--- src/rtl/alu_share_arbiter.sv ---
// ============================================================================
// alu_share_arbiter : round-robin sharing of one combinational ALU among NREQ
//                     requesters with registered operands and result.
// Revision 1.0
// ============================================================================
`default_nettype none

module alu_share_arbiter #(
   parameter  int NREQ  = 4,
   parameter  int WIDTH = 4,
   localparam int IDW   = $clog2(NREQ)
) (
   input  logic                  clk,
   input  logic                  rst_n,
   input  logic [NREQ-1:0]       req_valid,
   input  logic [NREQ*WIDTH-1:0] req_a,
   input  logic [NREQ*WIDTH-1:0] req_b,
   input  logic [NREQ*3-1:0]     req_sel,
   output logic [NREQ-1:0]       req_ready,
   output logic [WIDTH-1:0]      alu_a,
   output logic [WIDTH-1:0]      alu_b,
   output logic [2:0]            alu_sel,
   input  logic [WIDTH-1:0]      alu_y,
   output logic                  rsp_valid,
   output logic [IDW-1:0]        rsp_id,
   output logic [WIDTH-1:0]      rsp_y,
   output logic                  rsp_err,
   input  logic                  rsp_ready
);

   typedef enum logic [1:0] {
      IDLE = 2'd0,
      EXEC = 2'd1,
      RESP = 2'd2
   } state_t;

   state_t           state;
   state_t           state_next;
   logic [IDW-1:0]   rr_ptr;
   logic [IDW-1:0]   id_reg;
   logic [IDW-1:0]   win;
   logic [IDW-1:0]   ptr_next;
   logic [IDW:0]     cand;
   logic             found;
   logic [WIDTH-1:0] a_reg;
   logic [WIDTH-1:0] b_reg;
   logic [WIDTH-1:0] y_reg;
   logic [2:0]       sel_reg;
   logic             err_reg;

   // Scan downward so the last hit is the nearest valid at or above rr_ptr.
   always_comb begin
      found = 1'b0;
      win   = '0;
      cand  = '0;
      for (int k = NREQ-1; k >= 0; k--) begin
         cand = {1'b0, rr_ptr} + (IDW+1)'(k);
         if (cand >= (IDW+1)'(NREQ))
            cand = cand - (IDW+1)'(NREQ);
         if (req_valid[cand[IDW-1:0]]) begin
            found = 1'b1;
            win   = cand[IDW-1:0];
         end
      end
   end

   always_comb begin
      if (id_reg == IDW'(NREQ-1))
         ptr_next = '0;
      else
         ptr_next = id_reg + 1'b1;
   end

   // Grant is masked while reset is asserted so no requester sees a lost accept.
   always_comb begin
      state_next = state;
      req_ready  = '0;
      case (state)
         IDLE: begin
            if (found) begin
               state_next     = EXEC;
               req_ready[win] = rst_n;
            end
         end
         EXEC:    state_next = RESP;
         RESP:    if (rsp_ready) state_next = IDLE;
         default: state_next = IDLE;
      endcase
   end

   always_ff @(posedge clk) begin
      if (!rst_n) begin
         state   <= IDLE;
         rr_ptr  <= '0;
         id_reg  <= '0;
         a_reg   <= '0;
         b_reg   <= '0;
         sel_reg <= '0;
         y_reg   <= '0;
         err_reg <= 1'b0;
      end else begin
         state <= state_next;
         if (state == IDLE && found) begin
            a_reg   <= req_a[win*WIDTH +: WIDTH];
            b_reg   <= req_b[win*WIDTH +: WIDTH];
            sel_reg <= req_sel[win*3 +: 3];
            id_reg  <= win;
         end
         if (state == EXEC) begin
            y_reg   <= alu_y;
            err_reg <= (sel_reg >= 3'b101);
         end
         if (state == RESP && rsp_ready)
            rr_ptr <= ptr_next;
      end
   end

   assign alu_a     = a_reg;
   assign alu_b     = b_reg;
   assign alu_sel   = sel_reg;
   assign rsp_valid = (state == RESP);
   assign rsp_id    = id_reg;
   assign rsp_y     = y_reg;
   assign rsp_err   = err_reg;

endmodule

`default_nettype wire

--- config.mk ---
export PLATFORM = sky130hd
export DESIGN_NAME = alu_share_arbiter
export DESIGN_NICKNAME = d
export VERILOG_FILES = /design/src/rtl/alu_share_arbiter.sv
export SDC_FILE = /design/constraint.sdc
export NUM_CORES = 1
export LEC_CHECK = 0
export ABC_AREA = 1
export CORE_ASPECT_RATIO = 1.1
export CORE_MARGIN = 2
export CORE_UTILIZATION = 38
export CTS_BUF_LIST = sky130_fd_sc_hd__clkbuf_2
export DETAILED_ROUTE_END_ITERATION = 10
export GPL_TIMING_DRIVEN = 0
export HOLD_SLACK_MARGIN = 0.15
export MAX_ROUTING_LAYER = met4
export PLACE_DENSITY = 0.85
export REMOVE_ABC_BUFFERS = 1
export SLEW_MARGIN = 20
export SYNTH_ARGS = -nofsm -noshare
export SYNTH_HDL_FRONTEND = slang
export SYNTH_SLANG_ARGS = --single-unit
--- constraint.sdc ---
create_clock -name clk -period 1.6 [get_ports clk]
set_input_delay 0.32 -clock clk [delete_from_list [all_inputs] [get_ports clk]]
set_output_delay 0.32 -clock clk [all_outputs]
set_load 0.01 [all_outputs]
==> run summary, run 1 <==
Area Growth Syn to Fin: 88.2%
Final HPWL from detailed placement: 3.28 mm
Die width: 65.4 um
Number of global-route vias before repair: 2171
Outcome: finished, violations left
Max capacitance violation total: 0
Multi-input gate area: 0.00119 mm2
RSZ-0062 raised after global routing: yes
Global route overflow: 0
First DRT Iteration DRCs: 212
Failing checks: setup timing
CTS clk-pin slew, worst paths: 0.25 ns
Yosys warns: 0
Pleak: 1.58 nW
Rel. slew slack: 54.0%
Die area: 0.00468 mm2
Routing usage on met2: 49.8%
Cell Chain, Critical Path: inv_8 -> nand2_4 -> nand2_4 -> nand2_4 -> nor3_4 -> nor2_4 -> inv_2 -> nor2_4 -> inv_4 -> nor3_4 -> buf_2
Flops & latches, synth: 22
Detailed-route via count: 2198
Final ANT Viol Nets: 0
Most frequent cells after synthesis: 52 x nor2_1, 40 x nand3_1, 35 x nand2_1, 27 x inv_1, 22 x dfxtp_1
Initial antenna violation count: 0
Worst Tran Pin Value: 0.690 ns
Nets@finish: 416
Gate Count Post-Synth: 258
Top cell type's share of synthesized area: 27.9%
Final setup viols: 17
Register area share after synthesis: 27.9%
Number of buffer and inverter stages on the critical path: 4
Final WL: 6.83 mm
Max VDD drop: 0.469 mV
Hold Fails Final Rpt: 0
Main synth FF type: dfxtp_1
Register area: 468 um2
I/O Buffers: 77
Setup slack, reg-to-reg: -0.39 ns
Hold_ws: 0.544 ns
DRC: 0
Fillers: 292
Total CTS buffers: 3
Fin crit period: 2.28 ns
Met3 Use GR: 4.87%
CP Launch Type: flop
RR Endpoint: alu_a[0]$_SDFFE_PN0P_
Met1 Usage GRT: 33.4%
Crit. Startpoint: rr_ptr[0]$_SDFFE_PN0P_
Setup ws final: -0.676 ns
Wire per inst: 16.6 um
I/O pin count: 78
First-pass GRT wire length: 10.1 mm
Critical-path top delay cell: dfxtp_4
Fmax: 0.439 GHz
Clock Root Buffer: clkbuf_2
Syn Area/Cell: 6.12 um2
Initial core utilization: 39.8%
Synth Cell Area: 0.00158 mm2
CTS sink cnt: 22
Via/cell ratio: 5.35
Global route hottest layer: met2
Clk_skew: 0.0165 ns
ANT cells: 0
Core Util, Final: 74.9%
Arrival @ worst endpoint: 1.96 ns
Cells after DPL: 373
Power per Cell Area: 761 mW/mm2
Cell variety after synth: 24
Top-count cell post-synth: nor2_1
CTS tree: built
Fin cells: 411
Max-slew violation count: 0
Reg2Reg Depth: 14
FFs w/ async S/R, synth: 0%
Hold_buf cts: 0
Worst-Skew Late Latency: 0.34 ns
DRT Pass-1 Iters: 4
Dominant cell type by area after synthesis: dfxtp_1
Layout cell share with drive strength beyond 1: 32.3%
CP most frequent cell: nand2_4
Deepest clock path buffer count: 2
Crit path to: req_ready[0]
Final worst-path cycle share: 142%
Row count: 24
Number of synthesized flops with an enable pin: 0
Critical Path Fanout Max: 8
Largest stage delay on the critical path: 0.50 ns
Die H: 71.6 um
Hold Crit Class: reg -> reg
Crit end category: output port
Total core area: 0.00396 mm2
RR Startpoint: rr_ptr[0]$_SDFFE_PN0P_
Delay-heaviest family, CP: simple AND/OR/NAND/NOR gates
Crit path required time: 1.28 ns
Largest net degree at the start of global routing: 22
CTS HTree Levels: 1
Total Power: 2.26 mW
Area contributors post-synth: dfxtp_1 28%, nand3_1 13%, nor2_1 12%
Critical Setup Path Class: reg -> out
Levels on crit path: 11
GRT Total Usage: 28.9%
Routability Congestion: 0.759
worst min path at each step:
stage | start | end | slack (ns) | cells after the start
4_1_cts | alu_sel[2]$_SDFFE_PN0P_ | rsp_err$_SDFFE_PN0N_ | 0.53 | 2
5_1_grt | alu_y[0] | rsp_y[0]$_SDFFE_PN0N_ | 0.55 | 3
2_1_floorplan | alu_y[0] | rsp_y[0]$_SDFFE_PN0N_ | 0.45 | 2
3_3_place_gp | alu_sel[2]$_SDFFE_PN0P_ | rsp_err$_SDFFE_PN0N_ | 0.49 | 2
6_report | rsp_y[1]$_SDFFE_PN0N_ | rsp_y[1]$_SDFFE_PN0N_ | 0.54 | 2
3_5_place_dp | alu_sel[2]$_SDFFE_PN0P_ | rsp_err$_SDFFE_PN0N_ | 0.51 | 2
placed cells by master, fill, tap and decap left out, types with 9 or more instances in the layout:
| cell | count |
|---|---|
| clkdlybuf4s50_1 | 51 |
| nor2_1 | 48 |
| nand3_1 | 35 |
| inv_1 | 24 |
| nand2_1 | 22 |
| buf_4 | 21 |
| o21ai_0 | 19 |
| dfxtp_2 | 19 |
| dlymetal6s2s_1 | 17 |
| nand2_4 | 11 |
| nand2_2 | 11 |
| nand4_1 | 11 |
| nor2_2 | 9 |
power breakdown:
part           leakage (nW)  internal [mW]  switching, mW
Combinational          1.38          0.623          0.693
Clock                0.0140         0.0544          0.188
Sequential            0.189          0.647         0.0527
Total                  1.58           1.32          0.934
cell type report:
type / instances / share of cell area (%)
clock buffers: 3 / 0.506
clock inverters: 1 / 0.126
inverters: 32 / 5.06
multi-input cells: 195 / 40.2
flip-flops and latches: 22 / 15.8
well taps: 52 / 2.19
repair buffers: 106 / 36.2
worst reg2reg max path: cells and delay by family (launching register included):
family	cells	cell delay [ns]
simple gates	10	0.92
buf+inv	4	0.48
flops	1	0.50
routing by layer:
layer  vias to the layer above  wire length (um)
met3                        24               569
li1                       1045                 -
met2                       133              3500
met1                       996              2540
met4                         0               218
met5                         -                 0
per-stage QoR:
stage / setup TNS [ns] / worst slack, ns / area (um2)
floorplan: -5.98 / -0.619 / 1490
global placement: -19.01 / -1.69 / 2320
detailed placement: -19.03 / -1.66 / 2320
CTS: -3.77 / -0.554 / 2770
global route: -8.21 / -0.774 / 2970
finish: -6.79 / -0.676 / 2970
logic make-up (layout without fill, tap and decap cells):
logic type,after synthesis,after routing,share of synthesized area [%]
fa+ha+maj,1,1,0.793
simple gates,163,168,49.2
buf+inv,46,142,13.6
compound gates,26,26,8.41
flops,22,22,27.9
sequential cells by signal, summed over array words and instances (netlist names):
name and count:
alu_sel 3, alu_b 4, rr_ptr 2, rsp_id 2
rsp_err 1, rsp_y 4, state 2, alu_a 4
timing repair:
item                                    in CTS  in global routing
pin swaps                                   23                  2
cloned                                       4                  2
resized for setup                           91                 45
endpoints found under the setup margin      22                 36
buffers inserted                            21                  8
No activity file was read; power rests on OpenSTA's default activity.
==> run 2: changes to the inputs <==
TNS_END_PERCENT = 1   (was default)
==> run summary, run 2 (synthesis results as in run 1) <==
Outcome: finished, violations left (unchanged)
Failing checks: setup timing (unchanged)
Max VDD drop: 0.293 mV (was 0.469 mV)
Reg2Reg Depth: 12 (was 14)
Worst Tran Pin Value: 0.696 ns (was 0.690 ns)
GRT Total Usage: 28.8% (was 28.9%)
Hold_buf cts: 0 (unchanged)
CTS clk-pin slew, worst paths: 0.24 ns (was 0.25 ns)
Final setup viols: 17 (unchanged)
Clk_skew: 0.0145 ns (was 0.0165 ns)
I/O Buffers: 77 (unchanged)
RSZ-0062 raised after global routing: yes (unchanged)
Highest metal used: met4 (unchanged)
Setup Total Neg Slack: -6.38 ns (was -6.79 ns)
Total CTS buffers: 3 (unchanged)
Most common cell after layout, fill and taps aside: clkdlybuf4s50_1 (unchanged)
Arrival @ worst endpoint: 1.97 ns (was 1.96 ns)
Initial core utilization: 39.8% (unchanged)
DRT Pass-1 Iters: 7 (was 4)
Layout cell share with drive strength beyond 1: 29.7% (was 32.3%)
Setup ws final: -0.688 ns (was -0.676 ns)
Worst-Skew Late Latency: 0.34 ns (about the same)
RR Startpoint: rr_ptr[0]$_SDFFE_PN0P_ (unchanged)
Met1 WL: 2.47 mm (was 2.54 mm)
Crit path to: req_ready[2] (was req_ready[0])
I/O pin count: 78 (unchanged)
CTS HTree Levels: 1 (unchanged)
Die width: 65.4 um (unchanged)
Max-slew violation count: 0 (unchanged)
Max capacitance violation total: 0 (unchanged)
Nets@finish: 407 (was 416)
CTS sink cnt: 22 (unchanged)
Pre-CTS setup slack: -1.66 ns (unchanged)
Fin crit period: 2.29 ns (was 2.28 ns)
Fin cells: 402 (was 411)
Largest net degree at the start of global routing: 22 (unchanged)
Area Growth Syn to Fin: 79.4% (was 88.2%)
Final ANT Viol Nets: 0 (unchanged)
Wire per inst: 16.1 um (was 16.6 um)
Final worst-path cycle share: 143% (was 142%)
Crit path required time: 1.28 ns (about the same)
Via/cell ratio: 5.36 (was 5.35)
Number of global-route vias before repair: 2169 (was 2171)
CTS tree: built (unchanged)
Cells after DPL: 373 (unchanged)
Global route overflow: 0 (unchanged)
Hold Fails Final Rpt: 0 (unchanged)
Hold Crit Class: reg -> reg (unchanged)
Total Power: 2.14 mW (was 2.26 mW)
Crit end category: output port (unchanged)
Power per Cell Area: 757 mW/mm2 (was 761 mW/mm2)
Met2 wire length: 3.44 mm (was 3.50 mm)
DRC: 0 (unchanged)
Row count: 24 (unchanged)
Routability Congestion: 0.759 (unchanged)
Fmax: 0.437 GHz (was 0.439 GHz)
Final HPWL from detailed placement: 3.28 mm (unchanged)
Detailed-route via count: 2154 (was 2198)
Detail Route met3 WL: 414 um (was 569 um)
First DRT Iteration DRCs: 168 (was 212)
Clock Root Buffer: clkbuf_2 (unchanged)
ANT cells: 0 (unchanged)
Total core area: 0.00396 mm2 (unchanged)
Critical Path Fanout Max: 8 (unchanged)
Pleak: 1.50 nW (was 1.58 nW)
Die H: 71.6 um (unchanged)
CP Launch Type: flop (unchanged)
Commonest cells after routing, fill and taps aside: 52 x clkdlybuf4s50_1, 49 x nor2_1, 36 x nand3_1, 24 x inv_1, 22 x nand2_1 (was 51 x clkdlybuf4s50_1, 48 x nor2_1, 35 x nand3_1, 24 x inv_1, 22 x nand2_1)
RR Endpoint: alu_sel[2]$_SDFFE_PN0P_ (was alu_a[0]$_SDFFE_PN0P_)
Crit. Startpoint: rr_ptr[0]$_SDFFE_PN0P_ (unchanged)
Initial antenna violation count: 0 (unchanged)
Final WL: 6.49 mm (was 6.83 mm)
Critical Setup Path Class: reg -> out (unchanged)
Rel. slew slack: 53.6% (was 54.0%)
Die area: 0.00468 mm2 (unchanged)
Setup slack, reg-to-reg: -0.34 ns (was -0.39 ns)
Core Util, Final: 71.4% (was 74.9%)
First-pass GRT wire length: 10.1 mm (about the same)
Deepest clock path buffer count: 2 (unchanged)
run 2: metrics by stage:
stage / hold WS, ns / area (um2)
CTS: 0.527 / 2760
global placement: 0.493 / 2320
detailed placement: 0.506 / 2320
global route: 0.533 / 2830
floorplan: 0.455 / 1490
finish: 0.509 / 2830
run 2: how the worst min path moves through the flow:
| stage | startpoint | slack [ns] | cells past startpoint | endpoint |
|---|---|---|---|---|
| floorplan | alu_y[0] | 0.45 | 2 | rsp_y[0]$_SDFFE_PN0N_ |
| global placement | alu_sel[2]$_SDFFE_PN0P_ | 0.49 | 2 | rsp_err$_SDFFE_PN0N_ |
| detailed placement | alu_sel[2]$_SDFFE_PN0P_ | 0.51 | 2 | rsp_err$_SDFFE_PN0N_ |
| CTS | alu_sel[2]$_SDFFE_PN0P_ | 0.53 | 2 | rsp_err$_SDFFE_PN0N_ |
| global route | alu_sel[2]$_SDFFE_PN0P_ | 0.53 | 2 | rsp_err$_SDFFE_PN0N_ |
| finish | alu_sel[2]$_SDFFE_PN0P_ | 0.51 | 2 | rsp_err$_SDFFE_PN0N_ |
run 2: what timing repair did:
| item | 4_1_cts | 5_1_grt |
|---|---|---|
| buffers inserted | 20 | 1 |
| pin swaps | 23 | 2 |
| gates cloned | 4 | 0 |
| gates resized for setup | 92 | 31 |
| endpoints found under the setup margin | 22 | 35 |
run 2: critical path, stage by stage, from the launching register on:
cell,delay (ns)
dfxtp_4,0.50
nand2_2,0.12
nand2_2,0.11
nand2_4,0.07
nor3_4,0.31
nor2_4,0.08
inv_2,0.07
nor2_4,0.04
inv_2,0.12
nor3_2,0.06
buf_2,0.14
run 2: routing by layer:
layer  vias to the layer above  GRT usage [%]
met5                         -              -
met4                         0           10.9
met3                        18           3.77
met2                       108           50.5
met1                      1010           33.4
li1                       1018              -
run 2: area by class of cell:
cell class | instances | area (um2)
multi-input combinational | 194 | 1160
clock buffer | 3 | 15.0
fill | 315 | 1130
timing repair buffer | 98 | 976
inverter | 32 | 148
sequential | 22 | 467
tap | 52 | 65.1
clock inverter | 1 | 3.75
run 2: power breakdown:
group	leakage (nW)	internal, mW	switching (mW)
Sequential	0.189	0.646	0.0565
Clock	0.0140	0.0544	0.186
Combinational	1.29	0.549	0.650
Total	1.50	1.25	0.892
